`src/rtl/baud_gen_os_if.sv`:
```
// Control and tick bundle between the baud generator and its UART users.
// The master side drives enable, divisor and resync; the slave side returns ticks.
interface baud_gen_os_if #(
  parameter int DIV_W = 16
);
  logic             en;
  logic [DIV_W-1:0] div_in;
  logic             resync;
  logic             os_tick;
  logic             mid_tick;
  logic             baud_tick;
  logic [DIV_W-1:0] div_active;

  modport master (
    output en, div_in, resync,
    input  os_tick, mid_tick, baud_tick, div_active
  );

  modport slave (
    input  en, div_in, resync,
    output os_tick, mid_tick, baud_tick, div_active
  );
endinterface

```
`src/rtl/baud_gen_os.sv`:
```
// Programmable oversampling baud generator: os_tick every div clocks, plus mid-bit
// and end-of-bit ticks within each group of OVERSAMPLE os_ticks, with phase resync.
module baud_gen_os #(
  parameter int DIV_W      = 16,
  parameter int OVERSAMPLE = 16,
  parameter int RST_DIV    = 20
) (
  input logic          clk,
  input logic          rst,
  baud_gen_os_if.slave bus
);

  localparam int SUB_W = (OVERSAMPLE > 1) ? $clog2(OVERSAMPLE) : 1;
  localparam logic [DIV_W-1:0] RST_DIV_CLAMP = (RST_DIV == 0) ? DIV_W'(1) : DIV_W'(RST_DIV);
  localparam logic [SUB_W-1:0] SUB_LAST = SUB_W'(OVERSAMPLE - 1);
  localparam logic [SUB_W-1:0] SUB_MID  = SUB_W'(OVERSAMPLE / 2 - 1);

  logic [DIV_W-1:0] pre_cnt;
  logic [DIV_W-1:0] div_active_q;
  logic [DIV_W-1:0] div_eff;
  logic [DIV_W-1:0] div_last;
  logic [SUB_W-1:0] sub_cnt;
  logic             wrap;
  logic             os_q;
  logic             mid_q;
  logic             baud_q;

  // The >= compare lets a shrunken divisor recover without running through the counter range.
  always_comb begin
    div_eff  = (div_active_q == '0) ? DIV_W'(1) : div_active_q;
    div_last = div_eff - DIV_W'(1);
    wrap     = (pre_cnt >= div_last);
  end

  always_ff @(posedge clk or posedge rst) begin
    if (rst) begin
      pre_cnt      <= '0;
      sub_cnt      <= '0;
      div_active_q <= RST_DIV_CLAMP;
      os_q         <= 1'b0;
      mid_q        <= 1'b0;
      baud_q       <= 1'b0;
    end else if (!bus.en) begin
      pre_cnt      <= '0;
      sub_cnt      <= '0;
      div_active_q <= bus.div_in;
      os_q         <= 1'b0;
      mid_q        <= 1'b0;
      baud_q       <= 1'b0;
    end else if (bus.resync) begin
      pre_cnt <= '0;
      sub_cnt <= '0;
      os_q    <= 1'b0;
      mid_q   <= 1'b0;
      baud_q  <= 1'b0;
    end else if (wrap) begin
      // A new divisor is only adopted here so every os_tick period is whole.
      pre_cnt      <= '0;
      sub_cnt      <= (sub_cnt == SUB_LAST) ? '0 : sub_cnt + SUB_W'(1);
      div_active_q <= bus.div_in;
      os_q         <= 1'b1;
      mid_q        <= (sub_cnt == SUB_MID);
      baud_q       <= (sub_cnt == SUB_LAST);
    end else begin
      pre_cnt <= pre_cnt + DIV_W'(1);
      os_q    <= 1'b0;
      mid_q   <= 1'b0;
      baud_q  <= 1'b0;
    end
  end

  assign bus.os_tick    = os_q;
  assign bus.mid_tick   = mid_q;
  assign bus.baud_tick  = baud_q;
  assign bus.div_active = div_active_q;

endmodule

```
`src/flat_wrapper.sv`:
```
// flat-port wrapper written by rule: the top's interface ports become plain ports
module baud_gen_os_flat 
#(
  parameter int DIV_W      = 16,
  parameter int OVERSAMPLE = 16,
  parameter int RST_DIV    = 20
)
  (clk, rst, bus_en, bus_div_in, bus_resync, bus_os_tick, bus_mid_tick, bus_baud_tick, bus_div_active);
  baud_gen_os_if #(.DIV_W(DIV_W)) bus_i ();
  input logic clk;
  input logic rst;
  input wire logic [$bits(bus_i.en)-1:0] bus_en;
  input wire logic [$bits(bus_i.div_in)-1:0] bus_div_in;
  input wire logic [$bits(bus_i.resync)-1:0] bus_resync;
  output wire logic [$bits(bus_i.os_tick)-1:0] bus_os_tick;
  output wire logic [$bits(bus_i.mid_tick)-1:0] bus_mid_tick;
  output wire logic [$bits(bus_i.baud_tick)-1:0] bus_baud_tick;
  output wire logic [$bits(bus_i.div_active)-1:0] bus_div_active;
  assign bus_i.en = bus_en;
  assign bus_i.div_in = bus_div_in;
  assign bus_i.resync = bus_resync;
  assign bus_os_tick = bus_i.os_tick;
  assign bus_mid_tick = bus_i.mid_tick;
  assign bus_baud_tick = bus_i.baud_tick;
  assign bus_div_active = bus_i.div_active;
  baud_gen_os #(.DIV_W(DIV_W), .OVERSAMPLE(OVERSAMPLE), .RST_DIV(RST_DIV)) u_core (.clk(clk), .rst(rst), .bus(bus_i));
endmodule
```
`config.mk`:
```
export PLATFORM = sky130hd
export DESIGN_NAME = baud_gen_os_flat
export DESIGN_NICKNAME = d
export VERILOG_FILES = /design/src/rtl/baud_gen_os_if.sv /design/src/rtl/baud_gen_os.sv /design/src/flat_wrapper.sv
export SDC_FILE = /design/constraint.sdc
export NUM_CORES = 1
export LEC_CHECK = 0
export BUFFER_PORTS_ARGS = -buffer_cell sky130_fd_sc_hd__buf_2
export CELL_PAD_IN_SITES_DETAIL_PLACEMENT = 1
export CELL_PAD_IN_SITES_GLOBAL_PLACEMENT = 1
export CORE_MARGIN = 8
export CORE_UTILIZATION = 45
export DETAILED_ROUTE_END_ITERATION = 10
export GPL_ROUTABILITY_DRIVEN = 1
export PLACE_DENSITY = 0.87
export SLEW_MARGIN = 20
export SYNTH_ARGS = -nofsm -noshare
export SYNTH_HDL_FRONTEND = slang
export SYNTH_SLANG_ARGS = --single-unit
```
`constraint.sdc`:
```
create_clock -name clk -period 9.3 [get_ports clk]
set_clock_uncertainty 0.1 [all_clocks]
set_input_delay 1.395 -clock clk [delete_from_list [all_inputs] [get_ports clk]]
set_output_delay 1.395 -clock clk [all_outputs]
set_load 0.05 [all_outputs]
```
==> out/qor.csv <==
stage;metric;value;unit
setup_path;crit path max fanout;20;
final_layout;layout net count;371;
logic_synthesis;synthesized net count;337;
floorplanning;chip width;93.5;µm
timing;fin crit share;53.8;%
timing;RSZ-0062 raised after global routing;no;
final_layout;final-layout fill cell count;709;
routing;drt first pass iters;4;
clock_network;Worst-Skew Late Latency;0.29;ns
min_path;Min-Delay Path Class;register to register;
routing;Post-DRT Antenna Nets;0;
power;pwr dens;128;nW/µm²
power;Seq pwr share;48.8;%
placed_design;gpl congestion;0.836;
routing;routed wire length;7510;µm
clock_network;clk sink count;39;
clock_network;Post-CTS Setup Inserts;0;
final_layout;register area;978;µm²
job;max cap viols;0;
power;Gate power share;22.1;%
clock_network;CTS Hold Bufs;0;
placed_design;worst slack, placed;4.35;ns
timing;Setup violations, final;0;
clock_network;Clock Tree Buf Depth;2;
global_routing;met1 usage in global routing;22.5;%
routing;DRC;0;
logic_synthesis;ys flop type;dfrtp_1;
final_layout;Layout Cells excl Fill;408;
floorplanning;Initial Util;46.2;%
logic_synthesis;Mapped Cells;298;
global_routing;antenna violations before repair;0;
global_routing;first-pass GRT wire length;12400;µm
clock_network;TritonCTS clock tree;built;
routing;initial DRC count;109;
timing;final hold slack;0.377;ns
global_routing;number of global-route vias before repair;2443;
timing;crit path time final;5.00;ns
floorplanning;Die H;93.5;µm
power;Net Sw Frac;33.5;%
setup_path;Worst EP required;9.37;ns
logic_synthesis;Syn. warnings;0;
final_layout;Area Overhead vs Synth;11.9;%
timing;maximum clock rate;200;MHz
placed_design;post-placement cell count;400;
power;P_int;0.000258;W
setup_path;CP Data Arrival Time;5.07;ns
logic_synthesis;sequential share of the synthesized area;36.2;%
timing;Setup WS post-layout;4.30;ns
final_layout;area occupied by multi-input gates;1640;µm²
global_routing;total grt overflow;0;
floorplanning;Core Rows;28;
final_layout;number of diodes;0;
routing;average via count per standard cell;5.73;
timing;slew margin rel.;42.2;%
clock_network;number of CTS-inserted buffers;5;
global_routing;met2 usage;28.5;%
logic_synthesis;EDFF count, synth;0;
floorplanning;core area;5850;µm²
timing;Setup TNS Final;0;ns
global_routing;Total GRT Usage;17.7;%
power;total power;0.000387;W
power;NetSw;0.000130;W
power;P_leak;1.27;nW
clock_network;H-tree Lvls;2;
placed_design;Port Buf Inserts;38;
logic_synthesis;Syn Area/Cell;9.07;µm²
final_layout;most frequent cells in the layout;buf_2 (38), dfrtp_1 (37), nand2_1 (27), ha_1 (19), nand2b_1 (18);
setup_path;kind of critical path;register to register;
logic_synthesis;synthesized area;2700;µm²
timing;worst-margin pin slew;0.867;ns
setup_path;Startpoint Class;register;
timing;max-slew violations;0;
placed_design;Detail Placement HPWL;5440;µm
clock_network;CTS root buf;clkbuf_8;
power;Clk pwr share;29.1;%
global_routing;most used routing layer;met2;
global_routing;pin count of the biggest net entering global routing;40;
global_routing;GR Util met3;3.37;%
logic_synthesis;share of flip-flops with an asynchronous set or reset;100;%
routing;DR WL/cell;18.4;µm
floorplanning;I/O pin count;39;
final_layout;commonest non-fill, non-tap cell in the layout;buf_2;
clock_network;CTS clk-pin slew, worst paths;0.08;ns
power;Max IR drop VDD;0.0496;mV
logic_synthesis;Yosys reg bits;39;
timing;final hold violations;0;
setup_path;Critical Path Sink Type;register;
logic_synthesis;Distinct cells, synth;46;
outcome;status;complete, no violations;
clock_network;cts repair resizes;0;
floorplanning;die area;8740;µm²
final_layout;share of cells above drive strength 1;21.0;%
routing;Vias;2337;
## worst max-delay path: stages, from the launching register on
cell	delay [ns]
dfrtp_1	0.46
or4_4	0.59
or4_4	0.46
or2_1	0.28
nor2b_1	0.17
ha_1	0.21
nand2_1	0.14
or3_4	0.16
nor3_1	0.06
xnor2_1	0.14
ha_1	0.30
nand4_1	0.17
nor3_2	0.35
a41o_1	0.75
nor2_1	0.17
nor4_1	0.38
## state kept, by name, summed over array words and instances, names as in the netlist
signal	count
u_core.bus.baud_tick	1
u_core.bus.div_active	16
u_core.bus.os_tick	1
u_core.bus.mid_tick	1
u_core.pre_cnt	16
u_core.sub_cnt	4
## metal layers
metal | vias to the layer above | routed length [µm]
met2 | 44 | 3550
met1 | 1160 | 3490
met3 | 12 | 273
met4 | 0 | 192
li1 | 1121 | -
met5 | - | 0
## power by group through the flow
stage / Sequential, W / Clock (W) / Combinational, W
floorplan: 0.000211 / 0 / 0.0000391
global placement: 0.000191 / 0 / 0.0000835
detailed placement: 0.000192 / 0 / 0.0000856
CTS: 0.000188 / 0.000116 / 0.0000866
global route: 0.000190 / 0.000123 / 0.0000931
finish: 0.000189 / 0.000113 / 0.0000857
## path summary, 6_finish.rpt
kind                       cells past startpoint                                  from                                    to  slack, ns
max                                           15  u_core.bus.div_active[9]$_DFFE_PP0P_        u_core.bus.baud_tick$_DFF_PP0_       4.30
min reg2reg                                    1         u_core.sub_cnt[3]$_DFFE_PP0P_         u_core.bus.mid_tick$_DFF_PP0_       0.38
min in group asynchronous                      3                                   rst         u_core.sub_cnt[3]$_DFFE_PP0P_       1.13
min                                            1         u_core.sub_cnt[3]$_DFFE_PP0P_         u_core.bus.mid_tick$_DFF_PP0_       0.38
max in group asynchronous                      3                                   rst  u_core.bus.div_active[4]$_DFFE_PP1P_       7.60
max reg2reg                                   15  u_core.bus.div_active[9]$_DFFE_PP0P_        u_core.bus.baud_tick$_DFF_PP0_       4.30
## cells by family (layout without fill, tap and decap cells)
kind of cell / count (synthesis) / after routing / share of synthesized area [%]
AOI/OAI and AO/OA: 62 / 62 / 15.0
xor gates and xnor gates: 24 / 24 / 7.78
DFF: 39 / 39 / 36.2
buffers and inverters: 21 / 56 / 3.33
and+or+nand+nor: 132 / 132 / 28.5
muxes: 1 / 1 / 0.417
adders and majority gates: 19 / 19 / 8.80
## final cells by class
class / count / share of cell area (%)
Multi-Input combinational cell: 238 / 54.1
Sequential cell: 39 / 32.3
Clock buffer: 7 / 2.52
Clock inverter: 1 / 0.165
Timing Repair Buffer: 40 / 6.78
Tap cell: 75 / 3.10
Inverter: 8 / 0.993
## synthesized netlist by cell type, types with 2 or more instances
cell type	number	area, µm²
nand2b_1	19	119
nor4_1	4	25.0
buf_2	3	15.0
nor3_1	13	65.1
nor2b_1	17	106
clkbuf_1	8	30.0
a21oi_1	10	50.1
o21ai_1	17	85.1
nand4_1	2	12.5
ha_1	19	238
xor2_1	9	78.8
dfrtp_1	37	926
nand3_1	11	55.1
dfstp_2	2	52.6
xnor2_1	15	131
or4_4	3	33.8
and3_1	2	12.5
or4_1	2	15.0
nand2_1	27	101
inv_1	8	30.0
o21ai_0	6	30.0
or3_4	2	22.5
nor3_2	10	100
o211ai_1	16	120
nor2_1	13	48.8
nand2_2	2	12.5
o2bb2ai_1	2	17.5
## per-stage QoR
stage / area [µm²] / util [%]
3_5_place_dp: 2940 / 50.3
5_1_grt: 3030 / 51.7
4_1_cts: 3020 / 51.7
2_1_floorplan: 2700 / -
6_report: 3030 / 51.7
3_3_place_gp: 2940 / 50.3
Note: power is estimated with default switching activity, not from simulation.
